==> src/rtl/rns_pkg.sv <==
// Shared constants for the RNS input datapath: FSM encodings, widths and
// default/minimum moduli.
package rns_pkg;

  localparam int unsigned OP_W   = 6;
  localparam int unsigned RES_W  = 3;
  localparam int unsigned NUM_CH = 3;

  typedef logic [1:0] state_t;

  localparam state_t IDLE = 2'd0;
  localparam state_t CALC = 2'd1;
  localparam state_t DONE = 2'd2;

  localparam logic [RES_W-1:0] M0_DEF  = 3'd7;
  localparam logic [RES_W-1:0] M1_DEF  = 3'd5;
  localparam logic [RES_W-1:0] M2_DEF  = 3'd3;
  localparam logic [RES_W-1:0] MOD_MIN = 3'd2;

endpackage

==> src/rtl/modulus_6_3_BIT.sv <==
// Combinational 6-bit dividend mod 3-bit modulus, restoring shift-subtract.
// Exact for moduli 2..7; a zero modulus yields a defined but meaningless value.
module modulus_6_3_BIT (
  input  logic [5:0] dividend,
  input  logic [2:0] moduli,
  output logic [2:0] remainder
);

  logic [3:0] rem;

  always_comb begin
    rem = 4'd0;
    for (int i = 5; i >= 0; i--) begin
      rem = {rem[2:0], dividend[i]};
      if (rem >= {1'b0, moduli}) rem = rem - {1'b0, moduli};
    end
    remainder = rem[2:0];
  end

endmodule

==> src/rtl/rns_forward_sequencer.sv <==
// Sequential binary-to-RNS forward converter: one operand in, three residues
// out, one shared modulus unit stepped across the channels one per cycle.
module rns_forward_sequencer
  import rns_pkg::*;
#(
  parameter logic [RES_W-1:0] M0_RST = M0_DEF,
  parameter logic [RES_W-1:0] M1_RST = M1_DEF,
  parameter logic [RES_W-1:0] M2_RST = M2_DEF
) (
  input  logic             clk,
  input  logic             rst,
  input  logic             in_valid,
  input  logic [OP_W-1:0]  in_data,
  output logic             in_ready,
  output logic             out_valid,
  input  logic             out_ready,
  output logic [RES_W-1:0] out_res0,
  output logic [RES_W-1:0] out_res1,
  output logic [RES_W-1:0] out_res2,
  input  logic             cfg_we,
  input  logic [1:0]       cfg_idx,
  input  logic [RES_W-1:0] cfg_modulus,
  output logic             cfg_err,
  output logic             busy
);

  state_t             state_q, state_d;
  logic [1:0]         idx_q;
  logic [OP_W-1:0]    operand_q;
  logic [RES_W-1:0]   res_q [NUM_CH];
  logic [RES_W-1:0]   mod_q [NUM_CH];
  logic               cfg_err_q;
  logic               busy_q;

  logic               accept;
  logic               cfg_ok;
  logic [RES_W-1:0]   cur_mod;
  logic [RES_W-1:0]   cur_res;

  always_comb begin
    in_ready = (state_q == IDLE) | ((state_q == DONE) & out_ready);
    accept   = in_valid & in_ready;
    cfg_ok   = (state_q == IDLE) & (cfg_idx <= 2'd2) & (cfg_modulus >= MOD_MIN);
  end

  always_comb begin
    case (idx_q)
      2'd1:    cur_mod = mod_q[1];
      2'd2:    cur_mod = mod_q[2];
      default: cur_mod = mod_q[0];
    endcase
  end

  modulus_6_3_BIT u_mod (
    .dividend  (operand_q),
    .moduli    (cur_mod),
    .remainder (cur_res)
  );

  always_comb begin
    state_d = state_q;
    case (state_q)
      IDLE:    if (accept) state_d = CALC;
      CALC:    if (idx_q == 2'd2) state_d = DONE;
      DONE:    if (out_ready) state_d = in_valid ? CALC : IDLE;
      default: state_d = IDLE;
    endcase
  end

  always_ff @(posedge clk or posedge rst) begin
    if (rst) begin
      state_q   <= IDLE;
      idx_q     <= 2'd0;
      operand_q <= '0;
      cfg_err_q <= 1'b0;
      busy_q    <= 1'b0;
      for (int i = 0; i < NUM_CH; i++) res_q[i] <= '0;
      mod_q[0]  <= M0_RST;
      mod_q[1]  <= M1_RST;
      mod_q[2]  <= M2_RST;
    end else begin
      state_q   <= state_d;
      busy_q    <= (state_d != IDLE);
      cfg_err_q <= cfg_we & ~cfg_ok;
      if (accept) begin
        operand_q <= in_data;
        idx_q     <= 2'd0;
      end else if (state_q == CALC) begin
        idx_q <= (idx_q == 2'd2) ? 2'd0 : idx_q + 2'd1;
      end
      if (state_q == CALC) begin
        case (idx_q)
          2'd1:    res_q[1] <= cur_res;
          2'd2:    res_q[2] <= cur_res;
          default: res_q[0] <= cur_res;
        endcase
      end
      // Same-cycle write and accept both land; CALC starts next cycle on the new value.
      if (cfg_we && cfg_ok) begin
        case (cfg_idx)
          2'd1:    mod_q[1] <= cfg_modulus;
          2'd2:    mod_q[2] <= cfg_modulus;
          default: mod_q[0] <= cfg_modulus;
        endcase
      end
    end
  end

  assign out_valid = (state_q == DONE);
  assign out_res0  = res_q[0];
  assign out_res1  = res_q[1];
  assign out_res2  = res_q[2];
  assign cfg_err   = cfg_err_q;
  assign busy      = busy_q;

endmodule

==> config.mk <==
export PLATFORM = sky130hd
export DESIGN_NAME = rns_forward_sequencer
export DESIGN_NICKNAME = d
export VERILOG_FILES = /design/src/rtl/rns_pkg.sv /design/src/rtl/modulus_6_3_BIT.sv /design/src/rtl/rns_forward_sequencer.sv
export SDC_FILE = /design/constraint.sdc
export NUM_CORES = 1
export LEC_CHECK = 0
export ABC_AREA = 1
export CORE_MARGIN = 2
export CORE_UTILIZATION = 39
export DETAILED_ROUTE_END_ITERATION = 8
export GPL_TIMING_DRIVEN = 1
export SYNTH_ARGS = -nofsm -noshare
export SYNTH_HDL_FRONTEND = slang
export SYNTH_SLANG_ARGS = --single-unit
==> constraint.sdc <==
create_clock -name clk -period 9.8 [get_ports clk]
set_input_delay 0.98 -clock clk [delete_from_list [all_inputs] [get_ports clk]]
set_output_delay 0.98 -clock clk [all_outputs]
set_load 0.005 [all_outputs]
## Word level (Yosys, flattened, before mapping)

Index checks and enable logic that the tools add are counted.
Widths: inputs -> output; s select.

| storage, ports and cells | value |
|---|---|
| bits in registers | 30 |
| bits in latches | 0 |
| memories kept | 0 |
| bits in writable memories | 0 |
| bits in read-only memories | 0 |
| output and inout bits | 13 |
| input bits | 16 |

| cells by class | value |
|---|---|
| reduce and logical (&&, ||, !) cells | 12 |
| order comparisons | 8 |
| eq/ne operators | 6 |
| multiplexer cells | 15 |
| multipliers | 0 |
| divide/modulo/power cells | 0 |
| bitwise logic cells | 9 |
| shift-type cells | 0 |
| $add $sub $neg | 7 |

Operators with widths:

| cell | number |
|---|---|
| $ge 4x3->1 | 5 |
| $mux 3 | 6 |
| $sub 3x3->3 | 5 |
| $mux 2 | 6 |
| $reduce_and 2->1 | 6 |
| $eq 2x1->1 const B | 3 |
| $eq 2x2->1 const B | 3 |
| $pmux 2 s3 | 1 |
| $pmux 3 s2 | 1 |
| $and 1x1->1 | 5 |
| $reduce_bool 2->1 | 2 |
| $reduce_or 2->1 | 2 |
| $ge 1x3->1 | 1 |
| $ge 3x2->1 const B | 1 |
| $not 1->1 | 3 |
| $sub 1x3->3 | 1 |
| $add 2x1->2 const B | 1 |
| $le 2x2->1 const B | 1 |
| $logic_not 2->1 | 1 |
| $logic_and 1x1->1 | 1 |
| $mux 1 | 1 |
| $or 1x1->1 | 1 |

## Longest topological paths before layout

| depth | value |
|---|---|
| word-level depth | 14 |
| mapped depth | 53 |

## Cells and area by module

From an unflattened synthesis, not the netlist that was laid out.

| unflattened totals | value |
|---|---|
| cells, all modules | 296 |
| area, all modules | 2341.0 um^2 |

Modules (own cells, without submodules):

| module | cells each | seq. area each (um^2) | times used | area each (um^2) |
|---|---|---|---|---|
| rns_forward_sequencer | 157 | 759.5 | 1 | 1398.8 |
| modulus_6_3_BIT | 139 | 0.0 | 1 | 942.2 |

## Worst setup path before layout

No wires, ideal clock.

| timing | value |
|---|---|
| kind | register to register |
| start | register idx_q[0] |
| end | register res_q (netlist bit out_res0[0]) |
| setup time | 0.117 ns |
| data required time | 9.683 ns |
| arrival | 7.204 ns |
| stages on the path, launching flop included | 50 |
| path slack | 2.478 ns |
| clock period less this slack | 7.322 ns |
| path through | dfrtp_1 inv_1 ha_1 inv_1 a221o_1 o21ai_0 inv_1 ha_1 inv_1 nand2_1 nand3_1 nand2_1 nand2_2 inv_1 ha_1 nand2_1 nand2_1 a21oi_2 (+14 left out) nand2_1 nand2_1 inv_1 fa_1 o21ai_0 a31oi_1 nand3_4 nand2_1 o21ai_1 inv_1 fa_1 a21o_1 a21oi_1 inv_1 nor2_4 nand3_1 nand3_1 nand2_1 |

| between the ends | value |
|---|---|
| longest elaborated chain between the ends | 14 |
| elaborated cells on any way between the ends | 24 |
| those cells by class | add/sub (6); order compare (6); eq/ne (2); mux (7); bitwise (1); reduce/logical (2) |

RTL lines:

| element | line | RTL |
|---|---|---|
| start, declared | rns_forward_sequencer.sv:28 | `logic [1:0] idx_q;` |
| start signal, assigned | rns_forward_sequencer.sv:89 | `idx_q <= (idx_q == 2'd2) ? 2'd0 : idx_q + 2'd1;` |
| $eq 2x2->1 or $eq 2x1->1 (tied branches) | rns_forward_sequencer.sv:47, rns_forward_sequencer.sv:92 |  |
| $pmux 3 s2 | rns_forward_sequencer.sv:47 | `case (idx_q)` |
| $sub 1x3->3 or $ge 1x3->1 (tied branches) | modulus_6_3_BIT.sv:15 | `if (rem >= {1'b0, moduli}) rem = rem - {1'b0, moduli};` |
| $mux 3 | modulus_6_3_BIT.sv:15 |  |
| $ge 4x3->1 or $sub 3x3->3 (tied branches) | modulus_6_3_BIT.sv:15 |  |
| $mux 3 | modulus_6_3_BIT.sv:15 |  |
| $ge 4x3->1 or $sub 3x3->3 (tied branches) | modulus_6_3_BIT.sv:15 |  |
| $mux 3 | modulus_6_3_BIT.sv:15 |  |
| $ge 4x3->1 or $sub 3x3->3 (tied branches) | modulus_6_3_BIT.sv:15 |  |
| $mux 3 | modulus_6_3_BIT.sv:15 |  |
| $ge 4x3->1 or $sub 3x3->3 (tied branches) | modulus_6_3_BIT.sv:15 |  |
| $mux 3 | modulus_6_3_BIT.sv:15 |  |
| $ge 4x3->1 | modulus_6_3_BIT.sv:15 |  |
| $mux 3 | modulus_6_3_BIT.sv:15 |  |
| end, declared | rns_forward_sequencer.sv:30 | `logic [RES_W-1:0] res_q [NUM_CH];` |

Parallel ways exist; a longest one is shown, timed or not.
A chain may end at the register's enable or synchronous reset.

## Final worst setup path

| timing | value |
|---|---|
| start | register idx_q[1] |
| end | register res_q (netlist bit out_res0[0]) |

Same word-level chain as after synthesis.

==> results.toml <==
[clock_network]
cts_setup_buffers = 0
cts-hold-fix-buffers = 0
path_clk_slew_ns = 0.07
clockBufferDepth = 2
clkLatencyLatePin_ns = 0.28
clockRootBuffer = "clkbuf_8"
clock-sinks = 30
post_cts_resized = 0
numCtsBuffers = 5
tritoncts = "yes"
htreeDepth = 2

[sta]
layout_min_cycle_time_ns = 8.13
period_share_pct = 83.0
hold_viol_final = 0
setup_violations = 0
slew_violations = 0
finalSetupTns_ns = 0
max_freq_mhz = 123
worst_pin_slew_ns = 0.478
finalClockSkew_ns = 0.00553
relSlewSlack_pct = 68.0
grt_setup_unrepaired = "false"

[floorplan]
ios = 29
dieArea_um2 = 6600
core-area_um2 = 5850
placementRows = 28
die_x_um = 81.3
die_h_um = 81.3
initial_core_util_pct = 39.8

[global_route]
antenna_found_initial = 0
grt_pass1_wl_um = 8250
gr-usage-all-layers_pct = 16.1
grt_pass1_vias = 1861
grt-ovfl-total = 0
grt_max_degree = 31

[placed_design]
portBuffers = 28
dpl.hpwl_um = 3570
gp_congestion = 0.843

[synth]
yosys.area.top_type = "dfrtp_1"
synth_flop_cell = "dfrtp_1"
synth_most_common_cell = "nand2_1"
synth_top_area_share_pct = 24.7
ys_types = 33
ys_seq_area_share_pct = 32.6
synth_area_um2 = 2330
syn_nets = 329
ys_top_cells_by_area = "dfrtp_1, ha_1, nand2_1"
postSynthCellCount = 285
synthTopCellsByCount = "nand2_1, inv_1, dfrtp_1, ha_1, nor2_1"
async_reset_ff_share_pct = 100
yosys_warnings = 0
synth_seq_cells = 30
synth_edf_count = 0
avgSynthCellArea_um2 = 8.17

[detailed_routing]
vias_per_cell = 4.44
num_vias = 1759
remaining_drc_errors = 0
routedWlPerCell_um = 11.3
first_pass_iters = 4
wl_um = 4490
ant_nets = 0
first_iter_violations = 54

[setup_path]
cpMaxStageDelayCell = "fa_1"
critPathLaunchType = "flip-flop"
max_stage_delay_ns = 0.43
cp-end-kind = "flip-flop"
path_common_cell = "nand2_1"
critPathMaxFanout = 6
required_ns = 9.97
critical_path_class = "flip-flop to flip-flop"
ff2ff_path_depth = 50
critical_path_arrival_ns = 8.30

[hold_path]
min_path_cells = 2
hp-class = "flip-flop to flip-flop"

[final_layout]
nets = 364
diodes = 0
layout-drive-gt1-share_pct = 15.9
area_growth_pct = 20.2

[run]
cap_viol_max_count = 0

[outcome]
status = "finished clean"
logic make-up (layout without fill, tap and decap cells):
logic type / after synthesis / in the layout / synth area share (%)
AO/OA/AOI/OAI: 27 / 27 / 6.83
XOR/XNOR: 5 / 5 / 1.88
adder cells (fa/ha/maj): 28 / 28 / 16.7
buffers and inverters: 61 / 97 / 9.84
flip-flops: 30 / 30 / 32.6
multiplexers: 7 / 7 / 3.39
AND/OR/NAND/NOR: 127 / 127 / 28.8
area by class of cell:
cell class,count,area (µm²)
clock buffers,7,86.3
clock inverters,1,5.00
fillers,578,3050
inverters,60,225
multi-input cells,194,1340
flip-flops and latches,30,759
well taps,75,93.8
repair buffers,29,288
path summary, 6_finish.rpt:
check	startpoint	to	slack [ns]
worst max register to register	idx_q[1]	out_res0[0]	1.67
max in group asynchronous	rst	mod_q[5]	8.40
worst max-delay path	idx_q[1]	out_res0[0]	1.67
min in group asynchronous	rst	operand_q[4]	1.07
worst min-delay path	out_res2[2]	out_res2[2]	0.48
worst min register to register	out_res2[2]	out_res2[2]	0.48
state kept, by name (all words and copies together), names as in the netlist:
name	cells
mod_q	9
operand_q	6
out_res0	3
out_res1	3
out_res2	3
idx_q	2
state_q	2
busy	1
cfg_err	1
critical path: cells and delay by family (launching register included):
| kind | cells | cell delay, ns |
|---|---|---|
| buffers and inverters | 10 | 0.86 |
| adders and majority gates | 7 | 2.16 |
| DFF | 1 | 0.38 |
| AOI/OAI and AO/OA | 12 | 2.45 |
| and+or+nand+nor | 21 | 2.12 |
cell usage in the layout (no fill, tap or decap), drive strengths merged:
cell / synthesis / layout
a221o: 1 / 1
dfstp: 7 / 7
xnor2: 3 / 3
nand3: 22 / 22
mux2: 7 / 7
clkdlybuf4s50: 0 / 28
nor3: 1 / 1
or2: 1 / 1
a31oi: 2 / 2
o21ai: 12 / 12
clkinv: 0 / 1
a22oi: 1 / 1
nor2: 23 / 23
fa: 5 / 5
nand2: 76 / 76
dfrtp: 23 / 23
a21oi: 10 / 10
clkbuf: 0 / 7
ha: 23 / 23
inv: 60 / 60
xor2: 2 / 2
buf: 1 / 1
a21o: 1 / 1
nand4: 4 / 4
per-stage QoR:
stage / instance area (µm²) / setup WS, ns / hold slack, ns / utilization [%] / instances
after floorplan: 2330 / 2.48 / 0.472 / - / 285
after global placement: 2710 / 1.78 / 0.471 / 46.2 / 388
after detailed placement: 2710 / 1.63 / 0.468 / 46.2 / 388
after CTS: 2800 / 1.58 / 0.484 / 47.8 / 396
after global routing: 2800 / 0.753 / 0.509 / 47.8 / 396
final: 2800 / 1.67 / 0.476 / 47.8 / 396
routing by layer:
layer / global-route usage [%] / routed length, µm
met3: 3.33 / 141
met2: 26.7 / 2010
met5: 0 / 0
met4: 3.56 / 49
met1: 21.5 / 2290
Power is not shown: default switching activity piles up to over one toggle a cycle in this logic, so the estimate is an artifact.
